[src/rtl/udp_tx_arbiter.sv]
// udp_tx_arbiter: shares the single UDP transmit channel between three sources.
// Discovery has absolute priority; IQ and spectrum alternate round-robin.
module udp_tx_arbiter #(
  parameter int MAX_LEN    = 1444,
  parameter int TIMEOUT    = 4095,
  parameter int GAP_CYCLES = 12
) (
  input  logic        tx_clock,
  input  logic        rst_n,
  input  logic        inhibit,
  input  logic [2:0]  src_req,
  input  logic [32:0] src_len,
  input  logic [23:0] src_data,
  output logic [2:0]  src_rdreq,
  output logic [2:0]  src_done,
  output logic [2:0]  src_err,
  output logic [2:0]  src_reject,
  output logic        udp_tx_request,
  output logic [10:0] udp_tx_length,
  output logic [7:0]  udp_tx_data,
  input  logic        udp_tx_enable,
  input  logic        udp_tx_active,
  output logic [2:0]  grant,
  output logic        busy,
  output logic [15:0] pkt_count,
  output logic [7:0]  err_count
);

  localparam int TW = $clog2(TIMEOUT + 1);
  localparam int GW = $clog2(GAP_CYCLES + 1);
  localparam logic [10:0]   LMAX     = 11'(MAX_LEN);
  localparam logic [TW-1:0] TO_LAST  = TW'(TIMEOUT - 1);
  localparam logic [GW-1:0] GAP_LAST = GW'(GAP_CYCLES - 1);

  typedef enum logic [1:0] {
    S_IDLE,
    S_REQ,
    S_SEND,
    S_GAP
  } state_t;

  state_t        r_state;
  logic [2:0]    r_grant;
  logic [10:0]   r_len;
  logic          r_req;
  logic [2:0]    r_done;
  logic [2:0]    r_err;
  logic [2:0]    r_rej;
  logic [15:0]   r_pkt;
  logic [7:0]    r_errc;
  logic          r_last_rr;
  logic [TW-1:0] r_to;
  logic [10:0]   r_cnt;
  logic          r_seen;
  logic          r_ovf;
  logic [GW-1:0] r_gap;

  logic [10:0] w_len [3];
  logic [2:0]  w_legal;
  logic [2:0]  w_bad;
  logic [2:0]  w_elig;
  logic [2:0]  w_win;
  logic [10:0] w_win_len;
  logic [7:0]  w_gdata;
  logic [7:0]  w_errc_inc;
  logic        w_room;
  logic        w_tmo;
  logic        w_rd;
  logic        w_end;
  logic        w_ok;

  always_comb begin
    for (int i = 0; i < 3; i++) begin
      w_len[i]   = src_len[11*i +: 11];
      w_legal[i] = src_req[i] && (w_len[i] != 11'd0)
                   && (w_len[i] <= LMAX);
    end
  end

  assign w_bad  = src_req & ~w_legal;
  assign w_elig = w_legal & {~inhibit, ~inhibit, 1'b1};

  // r_last_rr = 1 means source 1 went last, so source 2 wins a tie
  always_comb begin
    w_win = 3'b000;
    if (w_elig[0])
      w_win = 3'b001;
    else if (w_elig[1] && w_elig[2])
      w_win = r_last_rr ? 3'b100 : 3'b010;
    else if (w_elig[1])
      w_win = 3'b010;
    else if (w_elig[2])
      w_win = 3'b100;
  end

  always_comb begin
    w_win_len = 11'd0;
    unique case (1'b1)
      w_win[0]: w_win_len = w_len[0];
      w_win[1]: w_win_len = w_len[1];
      w_win[2]: w_win_len = w_len[2];
      default:  w_win_len = 11'd0;
    endcase
  end

  always_comb begin
    w_gdata = 8'h00;
    unique case (1'b1)
      r_grant[0]: w_gdata = src_data[7:0];
      r_grant[1]: w_gdata = src_data[15:8];
      r_grant[2]: w_gdata = src_data[23:16];
      default:    w_gdata = 8'h00;
    endcase
  end

  assign w_room = (r_cnt != r_len);
  assign w_tmo  = (r_to == TO_LAST);
  assign w_rd   = (r_state == S_SEND) && udp_tx_active && w_room;
  assign w_end  = ((r_state == S_REQ) && !udp_tx_enable && w_tmo)
               || ((r_state == S_SEND) && !udp_tx_active
                   && (r_seen || w_tmo));
  assign w_ok   = (r_state == S_SEND) && !udp_tx_active && r_seen
               && !r_ovf && !w_room;
  assign w_errc_inc = (r_errc == 8'hFF) ? r_errc : r_errc + 8'd1;

  always_ff @(posedge tx_clock) begin
    if (!rst_n) begin
      r_state   <= S_IDLE;
      r_grant   <= 3'b000;
      r_len     <= 11'd0;
      r_req     <= 1'b0;
      r_done    <= 3'b000;
      r_err     <= 3'b000;
      r_rej     <= 3'b000;
      r_pkt     <= 16'd0;
      r_errc    <= 8'd0;
      r_last_rr <= 1'b1;
      r_to      <= '0;
      r_cnt     <= 11'd0;
      r_seen    <= 1'b0;
      r_ovf     <= 1'b0;
      r_gap     <= '0;
    end else begin
      r_done <= 3'b000;
      r_err  <= 3'b000;
      r_rej  <= 3'b000;
      unique case (r_state)
        S_IDLE: begin
          r_rej <= w_bad;
          if (|w_bad)
            r_errc <= w_errc_inc;
          if (|w_win) begin
            r_grant <= w_win;
            r_len   <= w_win_len;
            r_req   <= 1'b1;
            r_to    <= '0;
            r_state <= S_REQ;
          end
        end
        S_REQ: begin
          if (udp_tx_enable) begin
            r_req   <= 1'b0;
            r_cnt   <= 11'd0;
            r_seen  <= 1'b0;
            r_ovf   <= 1'b0;
            r_state <= S_SEND;
          end else begin
            r_to <= r_to + 1'b1;
          end
        end
        S_SEND: begin
          if (udp_tx_active) begin
            r_seen <= 1'b1;
            // past the latched length: stop reading, flag the overrun
            if (w_room)
              r_cnt <= r_cnt + 11'd1;
            else
              r_ovf <= 1'b1;
          end else if (!r_seen) begin
            r_to <= r_to + 1'b1;
          end
        end
        S_GAP: begin
          if (r_gap == GAP_LAST)
            r_state <= S_IDLE;
          else
            r_gap <= r_gap + 1'b1;
        end
        default: r_state <= S_IDLE;
      endcase
      if (w_end) begin
        r_state <= S_GAP;
        r_gap   <= '0;
        r_grant <= 3'b000;
        r_req   <= 1'b0;
        if (r_grant[1])
          r_last_rr <= 1'b1;
        else if (r_grant[2])
          r_last_rr <= 1'b0;
        if (w_ok) begin
          r_done <= r_grant;
          r_pkt  <= r_pkt + 16'd1;
        end else begin
          r_err  <= r_grant;
          r_errc <= w_errc_inc;
        end
      end
    end
  end

  assign src_rdreq      = w_rd ? r_grant : 3'b000;
  assign udp_tx_data    = ((r_state == S_SEND) && w_room) ? w_gdata : 8'h00;
  assign src_done       = r_done;
  assign src_err        = r_err;
  assign src_reject     = r_rej;
  assign udp_tx_request = r_req;
  assign udp_tx_length  = r_len;
  assign grant          = r_grant;
  assign busy           = (r_state != S_IDLE);
  assign pkt_count      = r_pkt;
  assign err_count      = r_errc;

endmodule

[config.mk]
export PLATFORM = sky130hd
export DESIGN_NAME = udp_tx_arbiter
export DESIGN_NICKNAME = d
export VERILOG_FILES = /design/src/rtl/udp_tx_arbiter.sv
export SDC_FILE = /design/constraint.sdc
export NUM_CORES = 1
export LEC_CHECK = 0
export BUFFER_PORTS_ARGS = -buffer_cell sky130_fd_sc_hd__buf_2
export CORE_MARGIN = 4
export CORE_UTILIZATION = 46
export DETAILED_ROUTE_END_ITERATION = 10
export MAX_ROUTING_LAYER = met4
export PLACE_DENSITY_LB_ADDON = 0.3
export SETUP_SLACK_MARGIN = 0.15
export SLEW_MARGIN = 20
export SYNTH_ARGS = -nofsm -noshare
export SYNTH_HDL_FRONTEND = slang
export SYNTH_SLANG_ARGS = --single-unit
[constraint.sdc]
create_clock -name tx_clock -period 4.25 [get_ports tx_clock]
set_input_delay 0.85 -clock tx_clock [delete_from_list [all_inputs] [get_ports tx_clock]]
set_output_delay 0.85 -clock tx_clock [all_outputs]
set_load 0.01 [all_outputs]
# Word level (Yosys, flattened, before mapping)
# Cells that the tools add are included.
# totals
register_bits	80
word_cells	135
out_inout_bits	60
# op_classes
magnitude_cmp	3
reduce_logical	49
addsub	5
muxes	38
eq_ne	18
n_bitwise	7
# ops
operator	count
$mux W12	4
$mux W8	6
$pmux W12 S3	1
$le A11 B11 Y1 const B	3
$mux W11	3
$pmux W11 S3	1
$reduce_bool A11 Y1	3
$pmux W8 S3	1
$pmux W11 S2	1
$mux W3	6
$logic_and A1 B1 Y1	17
$add A16 B1 Y16 const B	1
$ne A2 B2 Y1 const B	8
$add A12 B1 Y12 const B	1
$eq A12 B12 Y1 const B	1
$reduce_and A4 Y1	3
$add A11 B1 Y11 const B	1
$ne A11 B11 Y1	1
$reduce_and A2 Y1	5
$ne A3 B3 Y1 const B	3
$reduce_and A3 Y1	3
$reduce_or A3 Y1	3
$add A8 B1 Y8 const B	1
$eq A8 B8 Y1 const B	1
other kinds (19)	42

# Longest topological paths before layout
# logic_depth
ltp_word	12
mapped_depth	12
depth_no_buf	9

# Least setup slack after synthesis
# No wires, ideal clock.
# synth_timing
path_kind	input port to flip-flop
startpoint	in src_len[25]
endpoint	reg r_to[11]
arrival_time_ns	3.152
stages	7
setup_time_ns	0.072
path_buffers	0
path_slack_ns	1.027
path_cell_list	or3_1 > o31a_1 > a2111oi_4 > nor4_2 > or4_4 > or4_1 > a21oi_1
# synth_between
elab_chain_cells	11
word_cells_on_any_way	13
cone_classes	order compare: 1; eq/ne: 1; mux: 4; bitwise: 1; reduce/logical: 6
# synth_lines
item	line_no	text
start: declaration	12	input logic [32:0] src_len,
parallel branches: the longest is 2 deep, another holds $le A11 B11 Y1	n/a	
$logic_and A1 B1 Y1 *	76	&& (w_len[i] <= LMAX);
$and A3 B3 Y3 *	81	assign w_elig = w_legal & {~inhibit, ~inhibit, 1'b1};
$mux W3	92	else if (w_elig[2])
$mux W3	90	else if (w_elig[1])
$mux W3 *	88	else if (w_elig[1] && w_elig[2])
$mux W3 *	86	if (w_elig[0])
$reduce_or A3 Y1 *	152	if (|w_win) begin
$ne A2 B2 Y1 (no line) *	n/a	
$reduce_and A5 Y1 (no line) *	n/a	
end signal: assignment	168	r_to <= r_to + 1'b1;
end signal: assignment	180	r_to <= r_to + 1'b1;
end: declaration	52	logic [TW-1:0] r_to;
# Every way passes the cells marked *.
# A chain may end at the register's enable or synchronous reset.

# Worst setup path after layout
# layout_timing
startpoint	in src_len[14]
endpoint	reg r_to[11]
# layout_between
elab_chain_cells	10
word_cells_on_any_way	12
cone_classes	order compare: 1; eq/ne: 1; mux: 3; bitwise: 1; reduce/logical: 6
# layout_lines
item	line_no
parallel branches: the longest is 2 deep, another holds $le A11 B11 Y1	n/a
$logic_and A1 B1 Y1 *	76
$and A3 B3 Y3 *	81
$mux W3 or $logic_and A1 B1 Y1 (tied branches)	90, 88
$mux W3 *	88
$mux W3 *	86
$reduce_or A3 Y1 *	152
$ne A2 B2 Y1 (no line) *	n/a
$reduce_and A5 Y1 (no line) *	n/a
# Marks and branches as above.

==> metrics.txt <==
Final Util=57.6%; cells on worst reg2reg path=7; largest family of logic cells by synthesized area=compound AO/OA/AOI/OAI gates; Leakage=2.21 nW; Logic pwr share=31.7%; Worst Setup SP=src_len[14]; Die Wd=103 um; Synth area leaders=dfxtp_1 39%, a21oi_1 5.4%, nor2_1 4.5%; htree depth=3; Final Hold Vio Count=0; required time of the critical path=4.55 ns; Hold Crit Class=flop to flop; WP data arrival=3.54 ns; pin count of the biggest net entering global routing=38; first-pass GRT wire length=18.7 mm; FF+latch count, synth=80; CP max stage cell=or4_4; PnR worst setup slack=1.00 ns; number of global-route vias before repair=3,882; top post-synthesis cells by count=80 x dfxtp_1, 50 x nor2_1, 45 x a21oi_1; DRC errors left=0; initial DRC count=372; vias per inst=5.86; post-synthesis sequential area ratio=38.6%; Final Cycle Share=76.4%; post-synthesis cell area=0.00415 mm2; worst ir drop on vdd=0.239 mV; Die ar.=0.0106 mm2; CP endpoint kind=flop; placed inst area=0.00486 mm2; post-synthesis adder-cell area fraction=3.02%; DIE HEIGHT=103 um; pre-CTS setup slack=0.660 ns; routed vias=4,303; post-synthesis mux area share=1.96%; Max clock buf depth=2; worst relative slew slack=31.9%; Seq pwr share=42.7%; initial antenna violation count=1; Tmin final=3.25 ns; # Max-Cap Violations=0; RR Startpoint=r_to[7]; share of layout cells above drive strength 1=24.8%; clock latency on the worst-skew pair=0.36 ns; cell taking the most area after synthesis=dfxtp_1; Post-Synth Simple-Gate Area=23.4%; DP HPWL=9.18 mm; CP peak stage delay=0.55 ns; number of flops mapped to enable cells by yosys=0; Setup crit start kind=input pin; overflow left after global routing=0; Routed Antenna Nets=0; crit-path cells=buf_2, or3_1, o31a_1, a211oi_1, nor4_2, or4_4, or4_1, a21oi_1; hold_buf cts=0; final setup TNS=0 ns; PortBufs=124; Post-CTS Setup Bufs=0; post-synth cell types=51; FP Rows=34; clk sinks=80; Multi-input gate area=0.00239 mm2; Syn Area/Cell=8.26 um2; Design Area, Final=0.00505 mm2; final cell count without fillers=734; internal power=1.31 mW; xor-xnor portion of the synthesized cell area=5.28%; CTS root buf=clkbuf_8; Switching Share=38.4%; core area=0.00876 mm2; # IOs=125; CTS buffer count=9; post-CTS sizing=0; fillers=835; status=finished, final reports clean; clock skew=0.0154 ns; Placer Congestion=0.905; Total Routing Usage GR=22.8%; fmax=308 MHz; Synth Warn #=0; Post-Route WL=12.0 mm; crit path kind=input pin to flop; clock transition at the registers of the reported paths=0.10 ns; PwrDens=419 mW/mm2; top_reg_cell synth=dfxtp_1; clock share of power=25.5%; ys async rst share=0%; CP max FO=6; unrepaired setup endpoints after global routing=false; Worst-Margin Slew=1.02 ns; Synth Area in Compound Gates=23.7%; Mapped Cells=502; Register Area=0.00160 mm2; Mapped Nets=577; Area Overhead vs Synth=21.8%; Switch Pwr=814 uW; Power Total=2.12 mW; placed cells=717; share of the synthesized area in the top cell type=38.6%; Slew Viols, Final=0; most common cell in the netlist=dfxtp_1; Fin Hold WS=0.479 ns; Starting Density=47.3%; final setup fails=0; R2R setup slack=1.39 ns; CP endpoint=r_to[11]; CTS tree=done; DR pass1 iterations=7; wire per inst=16.4 um; Final nets=695; worst reg2reg endpoint=err_count[3]
[kinds of logic after synthesis]
| group | Yosys count |
|---|---|
| AO/OA/AOI/OAI | 146 |
| AND/OR/NAND/NOR | 189 |
| buffers and inverters | 44 |
| flip-flops | 80 |
| XOR/XNOR | 25 |
| adder cells (fa/ha/maj) | 10 |
| multiplexers | 8 |
[how the worst min path moves through the flow]
stage / startpoint / endpoint / slack, ns / depth (start not counted)
detailed placement: r_ovf / r_ovf / 0.47 / 2
floorplan: r_ovf / r_ovf / 0.44 / 2
global route: pkt_count[15] / pkt_count[15] / 0.51 / 2
CTS: pkt_count[15] / pkt_count[15] / 0.49 / 2
global placement: pkt_count[15] / pkt_count[15] / 0.45 / 2
finish: pkt_count[15] / pkt_count[15] / 0.48 / 2
[cell type report]
class	count	area share, %
diodes	1	0.0495
inverters	23	1.71
clock inverters	6	1.02
well taps	108	2.68
clock buffers	10	2.72
repair buffers	128	12.9
multi-input cells	378	47.2
flip-flops and latches	80	31.7
[routing by layer]
metal	wire (um)	share of wire, %	vias up	GRT usage, %
li1	-	-	2114	-
met5	0	0	-	-
met4	87	0.72	0	7.67
met2	5920	49	157	37.6
met3	792	6.6	8	2.84
met1	5210	43	2024	28.8
[flip-flops by register name, summed over array words and instances, names as in the netlist]
| name | count |
|---|---|
| r_ovf | 1 |
| src_err | 3 |
| r_gap | 4 |
| r_to | 12 |
| r_seen | 1 |
| src_done | 3 |
| grant | 3 |
| udp_tx_length | 11 |
| pkt_count | 16 |
| err_count | 8 |
| udp_tx_request | 1 |
| src_reject | 3 |
| r_last_rr | 1 |
| r_cnt | 11 |
| r_state | 2 |
[worst max-delay path, delay by kind of cell]
family / cells / cell delay [ns]
AOI/OAI and AO/OA: 3 / 1.02
buffers and inverters: 1 / 0.11
and+or+nand+nor: 4 / 1.56
[layout by cell type (no fill, tap or decap), drive strengths merged, types with 12 or more instances in the layout]
cell,synthesis,layout
buf,0,128
nand3,12,12
nand2,38,38
a21oi,45,45
o21ai,38,38
xor2,18,18
and3,14,14
nor2,50,50
a222oi,18,18
or3,23,23
inv,23,26
dfxtp,80,80
[power by group through the flow]
stage | Combinational (mW) | Sequential [mW] | Clock [mW]
after floorplan | 0.440 | 0.917 | 0
after CTS | 0.669 | 0.904 | 0.553
after global routing | 0.752 | 0.915 | 0.581
final | 0.672 | 0.905 | 0.541
after detailed placement | 0.666 | 0.921 | 0
after global placement | 0.647 | 0.920 | 0
Note: power is estimated with default switching activity, not from simulation.
